==> config.mk <==
export PLATFORM = sky130hd
export DESIGN_NAME = pwm_capture
export DESIGN_NICKNAME = d
export VERILOG_FILES = /design/src/rtl/pwm_capture.sv
export SDC_FILE = /design/constraint.sdc
export NUM_CORES = 1
export LEC_CHECK = 0
export CAP_MARGIN = 15
export CORE_MARGIN = 3
export CORE_UTILIZATION = 48
export DETAILED_ROUTE_END_ITERATION = 10
export PLACE_DENSITY = 0.67
export SLEW_MARGIN = 10
export SYNTH_ARGS = -nofsm -noshare
export SYNTH_HDL_FRONTEND = slang
export SYNTH_SLANG_ARGS = --single-unit
==> constraint.sdc <==
create_clock -name clk -period 5.78 [get_ports clk]
set_input_delay 0.578 -clock clk [delete_from_list [all_inputs] [get_ports clk]]
set_output_delay 0.578 -clock clk [all_outputs]
set_load 0.02 [all_outputs]
==> src/rtl/pwm_capture.sv <==
// pwm_capture: measures period and high time of an asynchronous PWM input and
// reports duty on an 8-bit scale (128 = 50 %, 255 = full on) through an 8-step
// serial divider. A stale flag is raised when the input stops toggling.
module pwm_capture #(
    parameter int CNT_W       = 16,
    parameter int SYNC_STAGES = 2
) (
    input  logic             clk,
    input  logic             rst,
    input  logic             pwm_in,
    input  logic             clr,
    output logic [CNT_W-1:0] period_w,
    output logic [CNT_W-1:0] high_w,
    output logic [7:0]       duty,
    output logic             valid,
    output logic             stale,
    output logic             ovr
);

    typedef enum logic [1:0] {IDLE = 2'd0, MEAS = 2'd1, DIV = 2'd2} state_t;

    state_t                 state, state_n;
    logic [SYNC_STAGES-1:0] sync_q;
    logic                   s, s_d, rise, fall;
    logic [CNT_W-1:0]       pc, hc;
    logic                   hf, sat;
    logic [3:0]             step, step_n;
    logic [CNT_W-1:0]       p_q, p_n, h_q, h_n, r_q, r_n, r_sub;
    logic [CNT_W:0]         r_sh;
    logic                   r_ge;
    logic [7:0]             q_q, q_n, q_step;
    logic [CNT_W-1:0]       period_n, high_n;
    logic [7:0]             duty_n;
    logic                   valid_n, stale_n, ovr_n, drop, go_idle;

    // Input synchroniser plus one delay flop for edge detection.
    always_ff @(posedge clk) begin
        if (rst) begin
            sync_q <= '0;
            s_d    <= 1'b0;
        end else begin
            sync_q <= {sync_q[SYNC_STAGES-2:0], pwm_in};
            s_d    <= s;
        end
    end

    assign s    = sync_q[SYNC_STAGES-1];
    assign rise = s & ~s_d;
    assign fall = ~s & s_d;
    assign sat  = &pc;

    // One restoring-division step: the remainder always stays below P, so
    // the shifted value needs only one extra bit and the difference fits CNT_W.
    assign r_sh   = {r_q, 1'b0};
    assign r_ge   = (r_sh >= {1'b0, p_q});
    assign r_sub  = r_sh[CNT_W-1:0] - p_q;
    assign q_step = {q_q[6:0], r_ge};

    // Period/high counters: restart on every rise, frozen while idle.
    always_ff @(posedge clk) begin
        if (rst) begin
            pc <= '0;
            hc <= '0;
            hf <= 1'b0;
        end else if (rise) begin
            pc <= {{(CNT_W-1){1'b0}}, 1'b1};
            hc <= {{(CNT_W-1){1'b0}}, 1'b1};
            hf <= 1'b0;
        end else if (state != IDLE) begin
            if (!sat)
                pc <= pc + 1'b1;
            if (fall)
                hf <= 1'b1;
            else if (s && !hf)
                hc <= hc + 1'b1;
        end
    end

    // State, divider and result registers.
    always_ff @(posedge clk) begin
        if (rst) begin
            state    <= IDLE;
            step     <= '0;
            p_q      <= '0;
            h_q      <= '0;
            r_q      <= '0;
            q_q      <= '0;
            period_w <= '0;
            high_w   <= '0;
            duty     <= '0;
            valid    <= 1'b0;
            stale    <= 1'b1;
            ovr      <= 1'b0;
        end else begin
            state    <= state_n;
            step     <= step_n;
            p_q      <= p_n;
            h_q      <= h_n;
            r_q      <= r_n;
            q_q      <= q_n;
            period_w <= period_n;
            high_w   <= high_n;
            duty     <= duty_n;
            valid    <= valid_n;
            stale    <= stale_n;
            ovr      <= ovr_n;
        end
    end

    // Next-state: arm on first rise, capture on later rises, divide for
    // 8 steps plus one settle cycle during which rises are still dropped.
    always_comb begin
        state_n  = state;
        step_n   = step;
        p_n      = p_q;
        h_n      = h_q;
        r_n      = r_q;
        q_n      = q_q;
        period_n = period_w;
        high_n   = high_w;
        duty_n   = duty;
        valid_n  = 1'b0;
        stale_n  = stale;
        drop     = 1'b0;
        go_idle  = 1'b0;
        case (state)
            IDLE: begin
                if (rise)
                    state_n = MEAS;
            end
            MEAS: begin
                if (sat) begin
                    go_idle = 1'b1;
                end else if (rise) begin
                    p_n     = pc;
                    h_n     = hc;
                    r_n     = hc;
                    q_n     = '0;
                    step_n  = '0;
                    state_n = DIV;
                end
            end
            DIV: begin
                if (sat) begin
                    go_idle = 1'b1;
                end else begin
                    drop = rise;
                    if (step == 4'd8) begin
                        state_n = MEAS;
                    end else begin
                        r_n    = r_ge ? r_sub : r_sh[CNT_W-1:0];
                        q_n    = q_step;
                        step_n = step + 4'd1;
                        if (step == 4'd7) begin
                            period_n = p_q;
                            high_n   = h_q;
                            duty_n   = (h_q >= p_q) ? 8'hFF : q_step;
                            valid_n  = 1'b1;
                            stale_n  = 1'b0;
                        end
                    end
                end
            end
            default: state_n = IDLE;
        endcase
        if (go_idle) begin
            state_n  = IDLE;
            stale_n  = 1'b1;
            period_n = '0;
            high_n   = '0;
            duty_n   = '0;
        end
        ovr_n = drop ? 1'b1 : (clr ? 1'b0 : ovr);
    end

endmodule
-- Yosys cells after proc, flatten, opt, wreduce, memory -nomap -nowiden
Cells that the tools add are included.
- bits in registers: 140
- input bits: 4
- output and inout port bits: 43
- word-level logic and storage cells: 104
- add/subtract/negate cells: 4
- order comparisons: 2
- equal/unequal tests: 12
- multiplexer cells: 37
- bitwise logic cells: 8
- reductions and logical operators: 22
- operators by type and width (operator ; number):
    $mux 16 ; 5
    $add 16x1->16 const B ; 2
    $pmux 16 s2 ; 1
    $mux 7 ; 4
    $ge 17x16->1 ; 1
    $ge 16x16->1 ; 1
    $mux 4 ; 4
    $ne 2x2->1 const B ; 8
    $reduce_and 16->1 ; 1
    $sub 16x16->16 ; 1
    $mux 1 ; 14
    $pmux 7 s2 ; 1
    $mux 2 ; 5
    $reduce_and 5->1 ; 2
    $reduce_bool 2->1 ; 5
    $reduce_and 3->1 ; 3
    $mux 8 ; 1
    $pmux 4 s2 ; 1
    $not 1->1 ; 6
    $pmux 2 s3 ; 1
    $reduce_and 2->1 ; 3
    $reduce_or 2->1 ; 3
    $add 4x1->4 const B ; 1
    $eq 4x3->1 const B ; 1
    other kinds (9) ; 10

-- Depth between registers and ports, before layout
- depth after elaboration: 6
- gate-level depth with buffers: 12
- mapped depth without buffers: 10

-- Worst setup path before layout
Ideal clock, no wire load.
- path type: reg-to-reg
- start point: reg p_q[14]
- end point: reg r_q[2]
- library setup time: 0.121 ns
- arrival: 2.599 ns
- required time: 5.659 ns
- setup slack: 3.060 ns
- cell stages (with the launch flop): 11
- buffers on the path: 1
- period minus slack after synthesis: 2.720 ns
- cells stage by stage: dfxtp_1 inv_1 ha_1 a21o_1 a211o_1 or2_4 or4_1 buf_6 mux2_4 mux2i_1 o21ai_1
- word-level cells in the longest chain between the ends: 5
- ends and longest elaborated chain (what ; line ; text):
    start, declared ; 28 ; logic [CNT_W-1:0] p_q, p_n, h_q, h_n, r_q, r_n, r_sub;
    start signal, assigned ; 97 ; p_q <= p_n;
    $ge 17x16->1 ; 55 ; assign r_ge = (r_sh >= {1'b0, p_q});
    $mux 16 ; 151 ; r_n = r_ge ? r_sub : r_sh[CNT_W-1:0];
    $mux 16 ; 148 ; if (step == 4'd8) begin
    $mux 16 ; 144 ; if (sat) begin
    $pmux 16 s2 ; 126 ; case (state)
    end signal, assigned ; 99 ; r_q <= r_n;
    end, declared ; 28 ;
Every way passes these cells. The select of a mux whose other input is x is not followed.
A chain may end at the register's enable or synchronous reset.

-- Worst setup path after layout
Same ends and word-level chain as after synthesis.

==> results.md <==
* XOR/XNOR share of the synthesized area at about 5.1%
* Seq/Total Area, Yosys at a little over two fifths
* Endpoints failing setup at 0
* Area of the die at between 15000 and 20000 sq um
* Final max-slew violation count at 0
* CP Launch Point: p_q[14]
* Vias at about 6000
* GP Congestion at around 0.9
* Largest stage delay, worst path at 0.90 ns
* Wirelength per Cell at around 17 um
* Adder-cell share of the synthesized area at roughly 7.6%
* Mapped Nets at ~860
* Die Ht at between 100 and 150 um
* PostCTS Resize Cnt at 0
* H-tree depth at 4
* Rows at 42
* Clock Latency Late Sink at between 0.4 and 0.5 ns
* Worst reg2reg endpoint: r_q[2]
* Worst Hold Depth at 2
* Reg2reg setup slack at around 2.5 ns
* Critical path type: flip-flop to flip-flop
* Hpwl dp at 12300 um
* Core area at 13500 sq um
* DP Worst Slack at 2.55 ns
* Outcome: finished clean
* CTS max path bufs at 2
* Min-Delay Path Class: flip-flop to flip-flop
* RSZ-0062 raised after global routing: no
* Slew HR at 29.9%
* Post-CTS Setup Bufs at 0
* Starting Density at 49.9%
* Synth Area per Inst at between 8 and 9 sq um
* Max Cap Viol at 0
* Worst slew pin tran at roughly 1.1 ns
* CP Cell Sequence: inv_1, ha_1, a21o_1, a211o_1, or2_4, or4_1, mux2_4, mux2i_1, o21ai_1
* Final Util at about three fifths
* Clock Skew at approximately 0.0084 ns
* CP max stage cell: or4_1
* 1st-pass router iterations at 7
* Vias per Instance at just under 6
* Largest net degree at the start of global routing at 48
* First-pass GRT wire length at between 20000 and 30000 um
* Worst EP required at 6.09 ns
* Post-Syn Area at 6710 sq um
* Die X at roughly 120 um
* Crit path capture type: flip-flop
* Setup ws final at about 2.5 ns
* Initial antenna violation count at 0
* Boundary pin count at 47
* Peak Freq at 0.309 GHz
* ANT nets after route at 0
* Worst-case reg-to-reg path depth at 9
* Clk slew on worst S/H paths at about 0.060 ns
* Placed cell area at 7260 sq um
* FF-to-FF Start: p_q[14]
* Antenna Diode Count at 0
* Yosys warns at 0
* Crit Path Max Fanout at 17
* Worst VDD drop at ~0.27 mV
* Grt total ovfl at 0
* Synthesis-to-finish area growth at 18.3%
* Post-Syn Instances at 819
* Crit path launch type: flip-flop
* Largest family of logic cells by synthesized area: simple AND/OR/NAND/NOR gates
* Synth Register Bits at 140
* Setup TNS at 0 ns
* Total Routing Usage GR at between 20% and 30%
* Share of cells above drive strength 1 at approximately 6.6%
* Critical path arrival at between 3 and 4 ns
* Root Driver: clkbuf_16
* Post-CTS Hold Fix Bufs at 0
* Primary FF master, synth: dfxtp_1
* Clk sink count at 140
* Crit path capture: r_q[2]
* Post-route design area at 7940 sq um
* Post-route DRC at 0
* Fin crit share at ~56%
* Power Dens Cells at roughly 410 nW/um^2
* Vias in the first global route at just under 6000
* Simple-gate portion of the synthesized area at 22.2%
* Synth Area in Compound Gates at 17.8%
* Mux cell area share after synthesis at 1.64%
* Leak pwr at 0.00292 uW
* Nets at slightly below 900
* Post-synth EDFFs at 0
* CTS tree: built
* Final Hold Fails at 0
* Ys async rst share at 0%
* Number of DRC violations after detailed-routing iteration 0 at around 450
* TritonCTS Buffers at 17
* Crit path time final at between 3 and 4 ns
* Cell variety after synth at 58
* # port buffers at 46
* Routed WL at roughly 17000 um
routing by layer:
metal  share of wire (%)  vias up  track usage (%)
met5                   0        -                0
met4                 1.8        0             8.12
met3                 4.7       24             4.64
met2                  48      159             36.9
met1                  46     2889             30.9
li1                    -     2915                -
final cells by class:
class,instances,area (sq um)
timing repair buffer,53,528
fill,1239,5510
clock inverter,10,159
multi-input combinational,613,3650
sequential,140,2800
inverter,24,90.1
tap,176,220
clock buffer,22,494
Yosys cell counts, types with 12 or more instances:
cell      instances  area share (%)
a21oi_1          96             7.2
dfxtp_1         140              42
xnor2_1          12             1.6
nand4_1          17             1.6
o21ai_0          16             1.2
inv_1            24             1.3
nor3_1           18             1.3
ha_1             39             7.3
clkbuf_1         36             2.0
nor2_1           76             4.3
xor2_1           27             3.5
nand2_1         165             9.2
a21o_1           12             1.3
report_power, final:
group | internal, uW | switching, uW | total [uW]
Combinational | 398 | 598 | 997
Sequential | 1000 | 37.9 | 1040
Clock | 778 | 407 | 1190
Total | 2180 | 1040 | 3220
sequential cells by signal, indices dropped and copies added (netlist names):
| signal | count |
|---|---|
| duty | 8 |
| pc | 16 |
| q_q | 7 |
| high_w | 16 |
| stale | 1 |
| p_q | 16 |
| s_d | 1 |
| step | 4 |
| ovr | 1 |
| hc | 16 |
| valid | 1 |
| hf | 1 |
| h_q | 16 |
| r_q | 16 |
| state | 2 |
| sync_q | 2 |
| period_w | 16 |
worst min-delay path by stage:
| stage | startpoint | end | slack, ns |
|---|---|---|---|
| 3_3_place_gp | sync_q[0] | sync_q[1] | 0.42 |
| 6_report | stale | stale | 0.45 |
| 3_5_place_dp | sync_q[0] | sync_q[1] | 0.43 |
| 2_1_floorplan | sync_q[0] | sync_q[1] | 0.41 |
| 5_1_grt | sync_q[0] | sync_q[1] | 0.46 |
| 4_1_cts | sync_q[0] | sync_q[1] | 0.45 |
placed cells by master, fill, tap and decap left out, types with 9 or more instances in the layout:
cell,netlist,layout
ha_1,39,39
a21oi_1,96,96
nand2_1,165,164
nand3_1,11,11
a21o_1,12,12
clkdlybuf4s50_1,0,45
inv_1,24,24
nand4_1,17,17
nor2_1,76,76
xnor2_1,12,12
nor2b_1,9,9
o21ai_0,16,16
xor2_1,27,27
nor3_1,18,18
dfxtp_1,140,140
clkbuf_16,0,17
worst max-delay path, delay by kind of cell (launching register included):
kind                     cells  cell delay (ns)
AO/OA/AOI/OAI                3             0.58
AND/OR/NAND/NOR              2             1.18
adder cells (fa/ha/maj)      1             0.39
buffers and inverters        1             0.08
multiplexers                 2             0.56
flip-flops                   1             0.34
logic make-up (layout without fill, tap and decap cells):
kind of cell	count (synthesis)	count (layout)
AO/OA/AOI/OAI	190	190
multiplexers	10	10
AND/OR/NAND/NOR	334	334
adder cells (fa/ha/maj)	40	40
flip-flops	140	140
buffers and inverters	66	109
XOR/XNOR	39	39
stage by stage:
step	hold WS, ns	instances	total power (uW)
2_1_floorplan	0.414	819	1880
3_3_place_gp	0.418	1005	2030
3_5_place_dp	0.431	1005	2040
4_1_cts	0.447	1037	3230
5_1_grt	0.463	1038	3400
6_report	0.446	1038	3220
(Power assumes the default switching activity.)
